$ cat src/rtl/vga_vram_arbiter_if.sv
// Bus between the VRAM arbiter and its neighbours: sync-generator counters,
// game-logic write requesters, the tile RAM port and the display-side outputs.
interface vga_vram_arbiter_if #(
    parameter int ADDR_W = 11,
    parameter int DATA_W = 8
);
    logic [9:0]        i_Col_Count;
    logic [9:0]        i_Row_Count;
    logic [1:0]        i_Wr_Req;
    logic [ADDR_W-1:0] i_Wr_Addr_0;
    logic [ADDR_W-1:0] i_Wr_Addr_1;
    logic [DATA_W-1:0] i_Wr_Data_0;
    logic [DATA_W-1:0] i_Wr_Data_1;
    logic [1:0]        o_Wr_Ack;
    logic [ADDR_W-1:0] o_Ram_Addr;
    logic [DATA_W-1:0] o_Ram_WData;
    logic              o_Ram_We;
    logic [DATA_W-1:0] i_Ram_RData;
    logic [DATA_W-1:0] o_Tile_Data;
    logic              o_Tile_Valid;
    logic              o_Frame_Start;

    // Arbiter side.
    modport slave (
        input  i_Col_Count, i_Row_Count, i_Wr_Req,
        input  i_Wr_Addr_0, i_Wr_Addr_1, i_Wr_Data_0, i_Wr_Data_1,
        input  i_Ram_RData,
        output o_Wr_Ack, o_Ram_Addr, o_Ram_WData, o_Ram_We,
        output o_Tile_Data, o_Tile_Valid, o_Frame_Start
    );

    // Surroundings: sync generator, writers and the RAM.
    modport master (
        output i_Col_Count, i_Row_Count, i_Wr_Req,
        output i_Wr_Addr_0, i_Wr_Addr_1, i_Wr_Data_0, i_Wr_Data_1,
        output i_Ram_RData,
        input  o_Wr_Ack, o_Ram_Addr, o_Ram_WData, o_Ram_We,
        input  o_Tile_Data, o_Tile_Valid, o_Frame_Start
    );
endinterface

$ cat src/rtl/vga_vram_arbiter.sv
// Shares a single-port tile RAM between the display tile fetch (always wins its
// slot) and two round-robin game-logic writers; also emits a frame-start pulse.
module vga_vram_arbiter #(
    parameter int ACTIVE_COLS   = 640,
    parameter int ACTIVE_ROWS   = 480,
    parameter int TILE_SHIFT    = 4,
    parameter int TILES_PER_ROW = 40,
    parameter int ADDR_W        = 11,
    parameter int DATA_W        = 8,
    parameter int WR_IN_ACTIVE  = 1
) (
    input  logic                i_Clk,
    input  logic                i_Rst,
    vga_vram_arbiter_if.slave   bus
);
    localparam logic [9:0] COL_LIMIT = 10'(ACTIVE_COLS);
    localparam logic [9:0] ROW_LIMIT = 10'(ACTIVE_ROWS);

    logic              active;
    logic              fetch_slot;
    logic              window_open;
    logic [1:0]        eligible;
    logic [1:0]        grant;
    logic [ADDR_W-1:0] fetch_addr;
    logic              rr_last;   // 1 = writer 1 was granted most recently
    logic              fetch_d1;
    logic              fetch_d2;

    assign active      = (bus.i_Col_Count < COL_LIMIT) && (bus.i_Row_Count < ROW_LIMIT);
    assign fetch_slot  = active && (bus.i_Col_Count[TILE_SHIFT-1:0] == '0);
    assign window_open = (WR_IN_ACTIVE != 0) || !active;
    assign fetch_addr  = ADDR_W'((32'(bus.i_Row_Count) >> TILE_SHIFT) * 32'(TILES_PER_ROW)
                                + (32'(bus.i_Col_Count) >> TILE_SHIFT));

    // A writer still seeing its ack is not eligible, so a held request is never granted twice.
    assign eligible = bus.i_Wr_Req & ~bus.o_Wr_Ack;

    always_comb begin
        // NOTE: default assignment first so every path drives grant and no latch is inferred.
        grant = 2'b00;
        if (!fetch_slot && window_open) begin
            case (eligible)
                2'b01:   grant = 2'b01;
                2'b10:   grant = 2'b10;
                2'b11:   grant = rr_last ? 2'b01 : 2'b10;
                default: grant = 2'b00;
            endcase
        end
    end

    // NOTE: sequential state uses non-blocking assignments so every register samples pre-edge values.
    always_ff @(posedge i_Clk) begin
        if (i_Rst) begin
            bus.o_Wr_Ack      <= 2'b00;
            bus.o_Ram_Addr    <= '0;
            bus.o_Ram_WData   <= '0;
            bus.o_Ram_We      <= 1'b0;
            bus.o_Tile_Data   <= '0;
            bus.o_Tile_Valid  <= 1'b0;
            bus.o_Frame_Start <= 1'b0;
            rr_last           <= 1'b1;
            fetch_d1          <= 1'b0;
            fetch_d2          <= 1'b0;
        end else begin
            bus.o_Wr_Ack      <= grant;
            bus.o_Ram_We      <= |grant;
            bus.o_Frame_Start <= (bus.i_Col_Count == '0) && (bus.i_Row_Count == '0);
            fetch_d1          <= fetch_slot;
            fetch_d2          <= fetch_d1;
            bus.o_Tile_Valid  <= fetch_d2;
            // RAM data for a fetch issued at N is on i_Ram_RData during N+2.
            if (fetch_d2) begin
                bus.o_Tile_Data <= bus.i_Ram_RData;
            end
            if (fetch_slot) begin
                bus.o_Ram_Addr <= fetch_addr;
            end else if (grant[0]) begin
                bus.o_Ram_Addr  <= bus.i_Wr_Addr_0;
                bus.o_Ram_WData <= bus.i_Wr_Data_0;
                rr_last         <= 1'b0;
            end else if (grant[1]) begin
                bus.o_Ram_Addr  <= bus.i_Wr_Addr_1;
                bus.o_Ram_WData <= bus.i_Wr_Data_1;
                rr_last         <= 1'b1;
            end
        end
    end
endmodule
$ cat src/flat_wrapper.sv
// flat-port wrapper written by rule: the top's interface ports become plain ports
module vga_vram_arbiter_flat 
#(
    parameter int ACTIVE_COLS   = 640,
    parameter int ACTIVE_ROWS   = 480,
    parameter int TILE_SHIFT    = 4,
    parameter int TILES_PER_ROW = 40,
    parameter int ADDR_W        = 11,
    parameter int DATA_W        = 8,
    parameter int WR_IN_ACTIVE  = 1
)
  (i_Clk, i_Rst, bus_i_Col_Count, bus_i_Row_Count, bus_i_Wr_Req, bus_i_Wr_Addr_0, bus_i_Wr_Addr_1, bus_i_Wr_Data_0, bus_i_Wr_Data_1, bus_i_Ram_RData, bus_o_Wr_Ack, bus_o_Ram_Addr, bus_o_Ram_WData, bus_o_Ram_We, bus_o_Tile_Data, bus_o_Tile_Valid, bus_o_Frame_Start);
  vga_vram_arbiter_if #(.ADDR_W(ADDR_W), .DATA_W(DATA_W)) bus_i ();
  input  logic i_Clk;
  input  logic i_Rst;
  input wire logic [$bits(bus_i.i_Col_Count)-1:0] bus_i_Col_Count;
  input wire logic [$bits(bus_i.i_Row_Count)-1:0] bus_i_Row_Count;
  input wire logic [$bits(bus_i.i_Wr_Req)-1:0] bus_i_Wr_Req;
  input wire logic [$bits(bus_i.i_Wr_Addr_0)-1:0] bus_i_Wr_Addr_0;
  input wire logic [$bits(bus_i.i_Wr_Addr_1)-1:0] bus_i_Wr_Addr_1;
  input wire logic [$bits(bus_i.i_Wr_Data_0)-1:0] bus_i_Wr_Data_0;
  input wire logic [$bits(bus_i.i_Wr_Data_1)-1:0] bus_i_Wr_Data_1;
  input wire logic [$bits(bus_i.i_Ram_RData)-1:0] bus_i_Ram_RData;
  output wire logic [$bits(bus_i.o_Wr_Ack)-1:0] bus_o_Wr_Ack;
  output wire logic [$bits(bus_i.o_Ram_Addr)-1:0] bus_o_Ram_Addr;
  output wire logic [$bits(bus_i.o_Ram_WData)-1:0] bus_o_Ram_WData;
  output wire logic [$bits(bus_i.o_Ram_We)-1:0] bus_o_Ram_We;
  output wire logic [$bits(bus_i.o_Tile_Data)-1:0] bus_o_Tile_Data;
  output wire logic [$bits(bus_i.o_Tile_Valid)-1:0] bus_o_Tile_Valid;
  output wire logic [$bits(bus_i.o_Frame_Start)-1:0] bus_o_Frame_Start;
  assign bus_i.i_Col_Count = bus_i_Col_Count;
  assign bus_i.i_Row_Count = bus_i_Row_Count;
  assign bus_i.i_Wr_Req = bus_i_Wr_Req;
  assign bus_i.i_Wr_Addr_0 = bus_i_Wr_Addr_0;
  assign bus_i.i_Wr_Addr_1 = bus_i_Wr_Addr_1;
  assign bus_i.i_Wr_Data_0 = bus_i_Wr_Data_0;
  assign bus_i.i_Wr_Data_1 = bus_i_Wr_Data_1;
  assign bus_i.i_Ram_RData = bus_i_Ram_RData;
  assign bus_o_Wr_Ack = bus_i.o_Wr_Ack;
  assign bus_o_Ram_Addr = bus_i.o_Ram_Addr;
  assign bus_o_Ram_WData = bus_i.o_Ram_WData;
  assign bus_o_Ram_We = bus_i.o_Ram_We;
  assign bus_o_Tile_Data = bus_i.o_Tile_Data;
  assign bus_o_Tile_Valid = bus_i.o_Tile_Valid;
  assign bus_o_Frame_Start = bus_i.o_Frame_Start;
  vga_vram_arbiter #(.ACTIVE_COLS(ACTIVE_COLS), .ACTIVE_ROWS(ACTIVE_ROWS), .TILE_SHIFT(TILE_SHIFT), .TILES_PER_ROW(TILES_PER_ROW), .ADDR_W(ADDR_W), .DATA_W(DATA_W), .WR_IN_ACTIVE(WR_IN_ACTIVE)) u_core (.i_Clk(i_Clk), .i_Rst(i_Rst), .bus(bus_i));
endmodule
$ cat config.mk
export PLATFORM = sky130hd
export DESIGN_NAME = vga_vram_arbiter_flat
export DESIGN_NICKNAME = d
export VERILOG_FILES = /design/src/rtl/vga_vram_arbiter_if.sv /design/src/rtl/vga_vram_arbiter.sv /design/src/flat_wrapper.sv
export SDC_FILE = /design/constraint.sdc
export NUM_CORES = 1
export LEC_CHECK = 0
export CORE_ASPECT_RATIO = 2
export CORE_MARGIN = 2
export CORE_UTILIZATION = 30
export DETAILED_ROUTE_END_ITERATION = 12
export PLACE_DENSITY = 0.64
export SETUP_SLACK_MARGIN = 0.1
export SLEW_MARGIN = 20
export SYNTH_ARGS = -nofsm -noshare
export SYNTH_HDL_FRONTEND = slang
export SYNTH_SLANG_ARGS = --single-unit
export TNS_END_PERCENT = 20
$ cat constraint.sdc
create_clock -name i_Clk -period 2.61 [get_ports i_Clk]
set_input_delay 0.261 -clock i_Clk [delete_from_list [all_inputs] [get_ports i_Clk]]
set_output_delay 0.261 -clock i_Clk [all_outputs]
set_load 0.01 [all_outputs]
==> Flow_metrics.wiki, run 1 <==
{| class="wikitable"
! Metric !! Value
|-
| Final design utilization || 0.506
|-
| P_leak || 1.29 nW
|-
| Minimum clock period || 2310 ps
|-
| Leading cell type by number of instances after synthesis || dfxtp_1
|-
| Share of the synthesized area in the top cell type || 0.340
|-
| Kind of path behind the tightest hold check || input port to register
|-
| Required time of the worst setup path || ~2800 ps
|-
| Initial DRT Pass Iterations || 6
|-
| Fin nets || 410
|-
| Post-synth ARST share || 0
|-
| Pin count of the biggest net entering global routing || 23
|-
| Main flop type after synthesis || dfxtp_1
|-
| Cell at the slowest stage of the critical path || clkdlybuf4s50_1
|-
| Antenna violations before repair || 0
|-
| Post-synth top area cell || dfxtp_1
|-
| Number of port buffers || slightly above 100
|-
| Fraction of the yosys area taken by sequential cells || 0.340
|-
| Layout cell share with drive strength beyond 1 || 0.159
|-
| Post-route fraction of the period consumed by the critical path || 0.883
|-
| Final setup fails || 0
|-
| Post-route clock skew || 3.68 ps
|-
| Clock tree from TritonCTS || yes
|-
| Max capacitance violation total || 0
|-
| CP max stage delay || 430 ps
|-
| Cts-stage hold buffer count || 0
|-
| Arr. time, crit path || 2480 ps
|-
| Total GRT Usage || 0.177
|-
| Category of the worst setup path capture point || register
|-
| Netlist Area Pre-Place || 0.00206 sq mm
|-
| Clock transition at path regs || 60 ps
|-
| Number of H-tree levels || 2
|-
| Total chip power || 1.74 mW
|-
| Footprint of the multi-input gates || 0.00123 sq mm
|-
| Number of clock buffers inserted by TritonCTS || 5
|-
| Worst-path fanout max || 3
|-
| Placed standard-cell area || roughly 0.0032 sq mm
|-
| Std-Cell Core Area || 0.00662 sq mm
|-
| EDFF count, synth || 0
|-
| Final HPWL from detailed placement || 5140 microns
|-
| Area of the die || roughly 0.0076 sq mm
|-
| Maximum ir drop on the vdd rail || 238 uV
|-
| I/O pin count || 102
|-
| Last weighted congestion value of the routability-driven placer || 0.793
|-
| Number of DRC markers in iteration 0 || 92
|-
| Dominant cells by area after synthesis || dfxtp_1 (34%), ha_1 (6.7%), mux2i_1 (5.8%)
|-
| Instance count of the mapped netlist || ~220
|-
| Total detailed-routing wirelength || 6370 microns
|-
| Non-filler cells, final || 416
|-
| Buffer count from post-CTS setup fixing || 0
|-
| Met3 usage in global routing || 0.0325
|-
| Crit start category || input port
|-
| Synthesized Nets || 301
|-
| Worst slew margin relative to its limit || 0.663
|-
| Worst-case setup slack after placement || -19.1 ps
|-
| Setup repair after global routing missed its margin || no
|-
| Post-detailed-route wirelength per cell || 15.3 microns
|-
| Ranking of synthesized cells by instance count || dfxtp_1 (35), nand2_1 (22), nor2_1 (19)
|-
| Wire length of the first global-routing pass || 10200 microns
|-
| Floorplan row count || 42
|-
| Post-synthesis sequential element count || 35
|-
| Number of global-route vias before repair || 2140
|-
| Sequential standard cell area || 701 sq um
|-
| Count of placed standard cells including taps || 408
|-
| Total number of vias || between 2000 and 2500
|-
| Final worst slack || 304 ps
|-
| Signed area change from the synthesized netlist to the final layout || 62.5%
|-
| Type of the worst setup path || input port to register
|-
| Syn_area_per_cell || 9.45 sq um
|-
| Final Hold Fails || 0
|-
| # DRC || 0
|-
| Count of different cell masters after synthesis || 48
|-
| Total overflow reported by the global router || 0
|-
| Post-route ant nets || 0
|-
| Antenna fix cells || 0
|-
| Post-Layout Inst Area || 0.00335 sq mm
|-
| Met2 Track Usage GR || 0.353
|-
| Outcome || finished clean
|-
| Count of final max-slew check failures || 0
|-
| Worst slew pin tran || 505 ps
|-
| Met1 global-route usage || 0.159
|-
| Die Wd || 62.6 microns
|-
| Clock insertion delay at the later pin of the skew report || about 280 ps
|-
| Most used routing layer || met2
|-
| Clock root buffer || clkbuf_16
|-
| Die Y || 121 microns
|-
| Via density per instance || roughly 5
|-
| Fmax || 0.434 GHz
|-
| Max Buffers Root-to-Sink || 2
|-
| Initial core utilization || 0.311
|-
| Power per cell area || 521 mW/mm^2
|-
| Critical-path cell list || clkdlybuf4s50_1 > buf_4 > ha_1 > ha_1 > and3_1 > or3_1 > nand4_1 > nor3_1 > a221o_1
|-
| Syn. warnings || 0
|-
| Number of clock sinks || 35
|-
| Largest delay contributor family on the critical path || simple AND/OR/NAND/NOR gates
|-
| Most used cell, CP || ha_1
|-
| Number of buffer and inverter stages on the critical path || 2
|-
| Number of filler cells placed in the layout || 672
|}
[state kept, by name (all words and copies together), names as in the netlist]
| name | flops |
|---|---|
| u_core.bus.o_Ram_We | 1 |
| u_core.bus.o_Tile_Data | 8 |
| u_core.fetch_d2 | 1 |
| u_core.bus.o_Ram_Addr | 11 |
| u_core.rr_last | 1 |
| u_core.bus.o_Frame_Start | 1 |
| u_core.bus.o_Ram_WData | 8 |
| u_core.bus.o_Wr_Ack | 2 |
| u_core.bus.o_Tile_Valid | 1 |
| u_core.fetch_d1 | 1 |
[final timing paths]
kind                                             start                   endpoint  slack (ps)  cells past startpoint
worst max-delay path                bus_i_Row_Count[7]  u_core.bus.o_Ram_Addr[10]         300                      9
worst min-delay path                             i_Rst   u_core.bus.o_Ram_Addr[7]         400                      2
worst max register to register  u_core.bus.o_Wr_Ack[1]  u_core.bus.o_Ram_WData[5]         770                      6
worst min register to register         u_core.fetch_d1            u_core.fetch_d2         450                      1
[placed cells by master (no fill, tap or decap), types with 4 or more instances in the layout]
cell type        count
clkdlybuf4s50_1    100
dfxtp_1             35
nand2_1             22
nor2_1              19
a21oi_1             13
buf_4               13
mux2i_1             12
nand3_1             11
ha_1                11
nor2_2               8
a311oi_2             8
nor4_1               5
clkbuf_16            5
nand4_1              4
mux2_2               4
a22oi_1              4
nor3_1               4
[area by class of cell]
type,instances,area share
clock buffer,5,0.0374
inverter,3,0.00336
clock inverter,3,0.0131
timing repair buffer,115,0.336
sequential,35,0.209
tap,88,0.0329
multi-input combinational,167,0.368
[worst register-to-register path, cell delays in order (launching register included)]
cell and delay [ps]:
dfxtp_1 320, nand2b_4 170, o21a_1 240, buf_4 200
nand2_1 400, nand2_1 120, a311oi_2 290
[layer usage]
layer,part of all wire,vias up
met5,0,-
met4,0.033,0
met3,0.040,12
met2,0.58,74
met1,0.34,927
li1,-,1010
[through the flow]
stage               TNS (ps)  hold WS (ps)
floorplan                  0           409
global placement           0           422
detailed placement     -23.2           438
CTS                        0           398
global route               0           410
finish                     0           400
[cells by family after synthesis]
kind of cell,count (synthesis),share of synthesized area
AO/OA/AOI/OAI,45,0.181
XOR/XNOR,5,0.0213
adder cells (fa/ha/maj),13,0.0862
buffers and inverters,16,0.0613
flip-flops,35,0.340
multiplexers,16,0.0801
AND/OR/NAND/NOR,88,0.230
[report_power, final]
| group | switching [mW] | internal [mW] | total [mW] |
|---|---|---|---|
| clock network | 0.228 | 0.450 | 0.677 |
| logic | 0.205 | 0.270 | 0.474 |
| registers | 0.0215 | 0.570 | 0.591 |
| total | 0.454 | 1.29 | 1.74 |
[repair_timing]
action	in CTS	in global routing
resized for setup	0	1
endpoints found under the setup margin	0	1
endpoints found under the hold margin	0	0
No activity file was read; power rests on OpenSTA's default activity.
==> run 2: changes to the inputs <==
CTS_CLUSTER_DIAMETER = 150   (was default)
==> results of run 2 <==
Final layout, timing and power as in run 1 (identical DEF).
==> run 3: changes to the inputs <==
CTS_BUF_LIST = sky130_fd_sc_hd__clkbuf_4 sky130_fd_sc_hd__clkbuf_8   (was default)
==> run 3 against run 2 <==
Net effect:
- sequential power barely moved
- combinational power about the same
- clock-buffer cell count stayed put
- first-iteration DRC count did not move
- critical endpoint unchanged
- clock power down 27%
- final cell count is the same
- setup slack hardly changed
- die area did not move
- sequential share of layout area increased by 0.36 points
==> Flow_metrics.wiki, run 3 (same netlist as run 1, synthesis figures left out) <==
{| class="wikitable"
! Metric !! Value
|-
| Outcome || finished clean (unchanged)
|-
| End point of the most critical hold path || u_core.bus.o_Ram_Addr[7] (unchanged)
|-
| Fmax || 0.434 GHz (about the same)
|-
| Number of port buffers || 101 (unchanged)
|-
| Post-route ant nets || 0 (unchanged)
|-
| Met2 Track Usage GR || 0.351 (was 0.353)
|-
| Number of DRC markers in iteration 0 || 92 (unchanged)
|-
| Met3 usage in global routing || 0.0288 (was 0.0325)
|-
| Antenna fix cells || 0 (unchanged)
|-
| Last weighted congestion value of the routability-driven placer || 0.793 (unchanged)
|-
| Antenna violations before repair || 0 (unchanged)
|-
| Total detailed-routing wirelength || 6340 microns (was 6370 microns)
|-
| Max Buffers Root-to-Sink || 2 (unchanged)
|-
| Cell at the slowest stage of the critical path || fa_1 (was clkdlybuf4s50_1)
|-
| Worst slew margin relative to its limit || 0.660 (was 0.663)
|-
| Worst slew pin tran || 509 ps (was 505 ps)
|-
| Initial core utilization || 0.311 (unchanged)
|-
| Std-Cell Core Area || 0.00662 sq mm (unchanged)
|-
| Via density per instance || 4.87 (was 4.86)
|-
| Kind of path behind the tightest hold check || input port to register (unchanged)
|-
| Initial DRT Pass Iterations || 4 (was 6)
|-
| Wire length of the first global-routing pass || 10300 microns (was 10200 microns)
|-
| Arr. time, crit path || 2500 ps (was 2480 ps)
|-
| Power per cell area || 474 mW/mm^2 (was 521 mW/mm^2)
|-
| Post-route fraction of the period consumed by the critical path || 0.883 (about the same)
|-
| Crit start category || input port (unchanged)
|-
| Launch point of the worst hold path || i_Rst (unchanged)
|-
| Non-filler cells, final || 416 (unchanged)
|-
| Final Hold Fails || 0 (unchanged)
|-
| Category of the worst setup path capture point || register (unchanged)
|-
| Signed area change from the synthesized netlist to the final layout || 59.7% (was 62.5%)
|-
| Sequential standard cell area || 701 sq um (unchanged)
|-
| Setup repair after global routing missed its margin || no (unchanged)
|-
| P_leak || 1.27 nW (was 1.29 nW)
|-
| Worst Hold Margin || 383 ps (was 400 ps)
|-
| Maximum ir drop on the vdd rail || 189 uV (was 238 uV)
|-
| Met1 global-route usage || 0.160 (was 0.159)
|-
| Resize count post-CTS || 0 (unchanged)
|-
| Total chip power || 1.56 mW (was 1.74 mW)
|-
| Final worst slack || 304 ps (about the same)
|-
| Largest register FFs || 11 (unchanged)
|-
| End of the worst register-to-register path || u_core.bus.o_Ram_Addr[10] (was u_core.bus.o_Ram_WData[5])
|-
| Clock tree from TritonCTS || yes (unchanged)
|-
| Die Wd || 62.6 microns (unchanged)
|-
| Minimum clock period || 2310 ps (about the same)
|-
| Count of placed standard cells including taps || 408 (unchanged)
|-
| Total GRT Usage || 0.176 (was 0.177)
|-
| Clock transition at path regs || 80 ps (was 60 ps)
|-
| Leading cell types in the layout, fill and taps excluded || clkdlybuf4s50_1 (100), dfxtp_1 (35), nand2_1 (22) (unchanged)
|-
| Layout cell share with drive strength beyond 1 || 0.159 (unchanged)
|-
| Leading registers by flop count || u_core.bus.o_Ram_Addr (11), u_core.bus.o_Ram_WData (8), u_core.bus.o_Tile_Data (8) (unchanged)
|-
| Number of H-tree levels || 2 (unchanged)
|-
| Fin nets || 410 (unchanged)
|-
| Buffer count from post-CTS setup fixing || 0 (unchanged)
|-
| Worst-path fanout max || 3 (unchanged)
|-
| CP max stage delay || 520 ps (was 430 ps)
|-
| Total overflow reported by the global router || 0 (unchanged)
|-
| Post-route clock skew || 8.97 ps (was 3.68 ps)
|-
| Worst-case setup slack after placement || -19.1 ps (unchanged)
|-
| Pin count of the biggest net entering global routing || 23 (unchanged)
|-
| Most used cell, CP || ha_1 (unchanged)
|-
| Flop-to-flop setup slack || 770 ps (about the same)
|-
| Total number of vias || 2025 (was 2023)
|-
| Most used routing layer || met2 (unchanged)
|-
| Clock root buffer || clkbuf_8 (was clkbuf_16)
|-
| Most flop-heavy register || u_core.bus.o_Ram_Addr (unchanged)
|-
| Clock insertion delay at the later pin of the skew report || 300 ps (was 280 ps)
|-
| Cts-stage hold buffer count || 0 (unchanged)
|-
| Post-detailed-route wirelength per cell || 15.2 microns (was 15.3 microns)
|-
| Number of global-route vias before repair || 2144 (was 2140)
|-
| Number of filler cells placed in the layout || 683 (was 672)
|-
| Max capacitance violation total || 0 (unchanged)
|-
| I/O pin count || 102 (unchanged)
|-
| Floorplan row count || 42 (unchanged)
|-
| Critical-path cell list || clkdlybuf4s50_1 > ha_1 > ha_1 > fa_1 > nand3_1 > o21ai_0 > nand4_1 > a221o_1 (was clkdlybuf4s50_1 > buf_4 > ha_1 > ha_1 > and3_1 > or3_1 > nand4_1 > nor3_1 > a221o_1)
|-
| Number of clock sinks || 35 (unchanged)
|-
| Final design utilization || 0.497 (was 0.506)
|-
| # DRC || 0 (unchanged)
|-
| Required time of the worst setup path || 2810 ps (was 2780 ps)
|-
| Number of cells on the worst hold path || 2 (unchanged)
|-
| Footprint of the multi-input gates || 0.00123 sq mm (unchanged)
|-
| Depth of the most critical reg-to-reg path || 6 (unchanged)
|-
| Final HPWL from detailed placement || 5140 microns (unchanged)
|-
| Die Y || 121 microns (unchanged)
|-
| Reg-to-reg startpoint || u_core.bus.o_Wr_Ack[0] (was u_core.bus.o_Wr_Ack[1])
|-
| Final setup fails || 0 (unchanged)
|-
| Number of clock buffers inserted by TritonCTS || 5 (unchanged)
|-
| Type of the worst setup path || input port to register (unchanged)
|-
| Most common cell after layout, fill and taps aside || clkdlybuf4s50_1 (unchanged)
|-
| Count of final max-slew check failures || 0 (unchanged)
|-
| Area of the die || 0.00759 sq mm (unchanged)
|}
[run 3: cell types whose count changed in the layout (fill, tap and decap cells not counted)]
cell       previous run  this run
clkbuf_16             5         0
o21ai_0               3         4
clkbuf_8              0         5
o21ai_1               2         1
[run 3: layer usage]
| layer | part of all wire | vias to the layer above | wire length (microns) |
|---|---|---|---|
| li1 | - | 1009 | - |
| met1 | 0.34 | 917 | 2140 |
| met2 | 0.57 | 84 | 3640 |
| met3 | 0.047 | 15 | 301 |
| met4 | 0.041 | 0 | 258 |
| met5 | 0 | - | 0 |
[run 3: worst max path at each step]
stage                                   from                   endpoint  slack [ps]  cells after the start
after floorplan           bus_i_Row_Count[5]  u_core.bus.o_Ram_Addr[10]         460                      7
after global placement    bus_i_Row_Count[5]  u_core.bus.o_Ram_Addr[10]          20                      8
after detailed placement  bus_i_Row_Count[5]  u_core.bus.o_Ram_Addr[10]         -20                      8
after CTS                 bus_i_Row_Count[5]  u_core.bus.o_Ram_Addr[10]         310                      8
after global routing      bus_i_Row_Count[5]  u_core.bus.o_Ram_Addr[10]         120                      9
final                     bus_i_Row_Count[5]  u_core.bus.o_Ram_Addr[10]         300                      8
[run 3: layout make-up]
| type | count | area share |
|---|---|---|
| multi-input combinational | 167 | 0.375 |
| timing repair buffer | 115 | 0.341 |
| inverter | 3 | 0.00342 |
| clock inverter | 3 | 0.0133 |
| clock buffer | 5 | 0.0209 |
| sequential | 35 | 0.213 |
| tap | 88 | 0.0334 |
[run 3: through the flow]
| stage | instance area [sq um] | setup TNS [ps] |
|---|---|---|
| final | 3290 | 0 |
| after detailed placement | 3180 | -23.2 |
| after floorplan | 2060 | 0 |
| after global routing | 3290 | 0 |
| after CTS | 3290 | 0 |
| after global placement | 3180 | 0 |
[run 3: worst max-delay path: cells and delay by family]
kind | cells | cell delay (ps)
AO/OA/AOI/OAI | 2 | 530
adder cells (fa/ha/maj) | 3 | 1050
buffers and inverters | 1 | 420
AND/OR/NAND/NOR | 2 | 230
[run 3: report_power, final]
group | internal, mW | switching (mW)
Combinational | 0.269 | 0.205
Sequential | 0.569 | 0.0210
Clock | 0.284 | 0.211
Total | 1.12 | 0.437
